**src/rtl/riscv_chk_pkg.sv**
```systemverilog
// Shared types for the RISC-V run-time result checker.
// State encoding, failure codes and the checkpoint table entry.
package riscv_chk_pkg;

  localparam int CHK_IW = 32;
  localparam int CHK_DW = 32;

  typedef enum logic [1:0] {
    ST_IDLE = 2'd0,
    ST_RUN  = 2'd1,
    ST_PASS = 2'd2,
    ST_FAIL = 2'd3
  } chk_state_e;

  localparam logic [2:0] FC_NONE     = 3'd0;
  localparam logic [2:0] FC_MISMATCH = 3'd1;
  localparam logic [2:0] FC_SKIP     = 3'd2;
  localparam logic [2:0] FC_EARLY    = 3'd3;
  localparam logic [2:0] FC_TIMEOUT  = 3'd4;

  // Table fields are stored at 32 bits; core widths up to 32 fit.
  typedef struct packed {
    logic [CHK_IW-1:0] ninst;
    logic [CHK_DW-1:0] ans;
    logic [CHK_DW-1:0] mask;
  } chk_entry_t;

  function automatic logic masked_eq(
    input logic [CHK_DW-1:0] got,
    input logic [CHK_DW-1:0] ans,
    input logic [CHK_DW-1:0] mask
  );
    return ((got ^ ans) & mask) == '0;
  endfunction

endpackage

```
**src/rtl/riscv_result_checker_table.sv**
```systemverilog
// Checkpoint table: register array, synchronous write,
// combinational read of the entry under the run pointer.
module chk_table
  import riscv_chk_pkg::*;
#(
  parameter int NUM_CHK = 32
) (
  input  logic                       clk,
  input  logic                       we,
  input  logic [$clog2(NUM_CHK)-1:0] widx,
  input  chk_entry_t                 wdata,
  input  logic [$clog2(NUM_CHK)-1:0] ridx,
  output chk_entry_t                 rdata
);

  // Contents survive reset so a run can be repeated without reloading.
  chk_entry_t mem_q [NUM_CHK];

  always_ff @(posedge clk) begin
    if (we) begin
      mem_q[widx] <= wdata;
    end
  end

  assign rdata = mem_q[ridx];

endmodule

```
**config.mk**
```make
export PLATFORM = sky130hd
export DESIGN_NAME = chk_table
export DESIGN_NICKNAME = d
export VERILOG_FILES = /design/src/rtl/riscv_chk_pkg.sv /design/src/rtl/riscv_result_checker_table.sv
export SDC_FILE = /design/constraint.sdc
export NUM_CORES = 2
export LEC_CHECK = 0
export ABC_AREA = 1
export BUFFER_PORTS_ARGS = -buffer_cell sky130_fd_sc_hd__buf_2
export CAP_MARGIN = 40
export CORE_ASPECT_RATIO = 0.9
export CORE_UTILIZATION = 40
export DETAILED_ROUTE_END_ITERATION = 8
export PLACE_DENSITY = 0.59
export SLEW_MARGIN = 5
export SYNTH_ARGS = -nofsm -noshare
export SYNTH_HDL_FRONTEND = slang
export SYNTH_SLANG_ARGS = --single-unit
export TNS_END_PERCENT = 50
```
**constraint.sdc**
```tcl
create_clock -name clk -period 4.7 [get_ports clk]
set_input_delay 0.235 -clock clk [delete_from_list [all_inputs] [get_ports clk]]
set_output_delay 0.235 -clock clk [all_outputs]
set_load 0.05 [all_outputs]
```
# [Word level (Yosys, flattened, before mapping)]
# Memory sizes are Yosys's and may differ from the RTL's.
# Index checks and enable logic that the tools add are counted.
[totals] regBits=0 ramBits=3072 input_bits=108 output_inout_bits=96 elab_cells=3 n_memories=1
[classes] muxes=2
[memory_table] name="mem_q" depth=32 width=96 rd=1 rd_ports_with_merged_regs=0 wr=1 line="riscv_result_checker_table.sv:17" source="chk_entry_t mem_q [NUM_CHK];"
[op_table] operator="$mux W1" count=2

# [Longest topological paths before layout]
[depth] depth_word=2 mapped_depth=13 ltp_nobuf=9

# [Worst setup path before layout]
# No wires, ideal clock.
[synth_timing] path_type="input to register" startpoint="in widx[0]" endpoint="mem mem_q[8][0] (netlist name) (enable)" setup_ns=0.552 t_arrival_ns=4.534 required_ns=4.148 setup_slack_ns=-0.386 path_stages=3 path_buffers=0 path_cell_list="inv_1 nand3_1 nor2_1"
[synth_lines] element="from (decl)" line="riscv_result_checker_table.sv:10" source="input logic [$clog2(NUM_CHK)-1:0] widx,"
[synth_lines] element="to (decl)" line="riscv_result_checker_table.sv:17"
# No word-level cell before the write port.

==> run metrics <==
IO Port Bufs=approximately 200; final estimated routing congestion in global placement=0.7641; Critical Path, Cell by Cell=buf_8, inv_16, buf_12, nand2_1, nand3_1, nand3_1, nand2_1, nand2_1, nand2_1, nand2_1, nand2_1, buf_2; Area Growth Syn to Fin=13.36%; Congestion Overflow GR=0; die area=around 310000 µm²; Syn Inst Count=roughly 10000; register area share after synthesis=between 70% and 80%; Yosys Warn Count=0; P per Cell Area=roughly 420 nW/µm²; Leak=a little under 50 nW; period utilization=69.23%; Final nets=10290; Syn Area/Cell=around 12 µm²; pin count of the biggest net entering global routing=approximately 190; Via density=5.559; share of the synthesized area in the top cell type=between 70% and 80%; Biggest register=mem_q; Inst Count DP=13840; via count=80770; DP HPWL=between 150000 and 200000 µm; Seq cells post-synth=between 3000 and 4000; Post-Place Worst Slack=about 1500 ps; initial antenna violation count=45; CP dominant cell by count=nand2_1; Worst Setup Start Kind=input pin; Hold Fails Final Rpt=0; # clock sinks=between 3000 and 4000; WP data required=roughly 4500 ps; First-pass DRT Iterations=8; synthesized area=123200 µm²; status=finished with violations; max incr delay on CP=around 640 ps; unrepaired setup endpoints after global routing=false; f_max=a little over 300 MHz; CP top delay family=buffers and inverters; final setup fails=0; Num CTS Buffers=321; Crit-path slowest cell=inv_16; area leader, netlist=edfxtp_1; post-cts resize count=0; largest registers=mem_q: 3072 flops; DIE HEIGHT=528.4 µm; Core Area=between 300000 and 400000 µm²; Setup TNS=0 ps; CTS tree=done; commonest non-fill, non-tap cells in the layout=nand2_1 (3558), edfxtp_1 (3072), nand3_1 (2697); Crit Path Max Fanout=between 150 and 200; WP data arrival=approximately 3000 ps; number of global-route vias before repair=75910; most common cell after layout, fill and taps aside=nand2_1; slew margin rel.=between 10% and 20%; worst vdd ir=between 0.0003 and 0.0004 V; max-slew violation count=0; min Tclk post-route=around 3300 ps; # rows=approximately 190; CTS clock-pin slew for the worst setup and hold paths=around 60 ps; # DRC=22; # Max-Cap Violations=0; Post-Route WL=approximately 360000 µm; Initial Utilization=40.37%; drt first-iter violations=9702; Final Non-Filler Cells=14530; first-pass GRT wire length=between 500000 and 600000 µm; Detail Route Antenna Nets=0; final setup margin=between 1000 and 1500 ps; Worst-Margin Slew=1255 ps; Netlist cell types=14; Clk Tree Root Cell=clkbuf_16; Worst Path Buf+Inv=4; Total GRT Usage=22.88%; violated checks=design-rule violations; layout cells sized above 1=8.242%; htree depth=5; WS Path Type=in -> out; crit end category=output port; die width=around 600 µm; Hold/Removal Path Class=in -> reg; largest cells by area after synthesis=edfxtp_1 (75%), nand3_1 (11%), nand2_1 (11%); post-CTS setup buffer count=0; CTS Buffer Depth=4; syn_nets=10140; routed len/inst=between 20 and 30 µm; max FFs per register=3072; Top Ports=~200
metal layers:
metal,track usage [%],vias up,wire length (µm)
met1,32.66,40480,154400
li1,-,35960,-
met2,36.53,3679,169100
met3,3.300,624,29920
met5,0,-,126
met4,6.488,20,10040
worst min-delay path, delay by kind of cell:
kind | cells | cell delay, ps
buffers and inverters | 3 | 340
AND/OR/NAND/NOR | 2 | 200
final timing paths:
path	cells after the start	endpoint	start	slack, ps
max	12	rdata[77]	ridx[0]	1450
min	5	mem_q[24][55]	widx[1]	100
synth_stat cells (all sizes together):
| cell | count |
|---|---|
| buf | 568 |
| clkbuf | 92 |
| clkinv | 2 |
| edfxtp | 3072 |
| inv | 8 |
| nand2 | 3558 |
| nand3 | 2697 |
| nor2 | 32 |
kinds of logic after synthesis:
logic type / after synthesis / synth area share [%]
flip-flops: 3072 / 74.90
buffers and inverters: 670 / 3.198
AND/OR/NAND/NOR: 6287 / 21.90
final cells by class:
cell class                 count  area [µm²]
antenna                       20       50.05
clock buffer                 396        8335
clock inverter               176        1674
fill                       27070      165500
inverter                      10       83.83
multi-input combinational   6287       27210
sequential                  3072       92250
tap                         4074        5097
timing repair buffer         493        4915
report_power, final:
group,internal [W],switching [W]
logic,0.000944,0.00297
registers,0.0305,0.0000694
clock network,0.0139,0.0106
metrics by stage:
stage,utilization (%),power (W),area (µm²),hold slack (ps)
4_1_cts,45.75,0.05929,139600,39.33
5_1_grt,45.75,0.06062,139600,97.19
2_1_floorplan,-,0.03351,123200,333.9
6_report,45.76,0.05898,139600,99.61
3_5_place_dp,42.14,0.03494,128600,727.0
3_3_place_gp,42.00,0.03486,128200,717.8
repair_timing:
item / in CTS / in global routing
hold buffers: 98 / 0
endpoints found under the hold margin: 3076 / 0
endpoints found under the setup margin: 0 / 0
(Power assumes the default switching activity.)
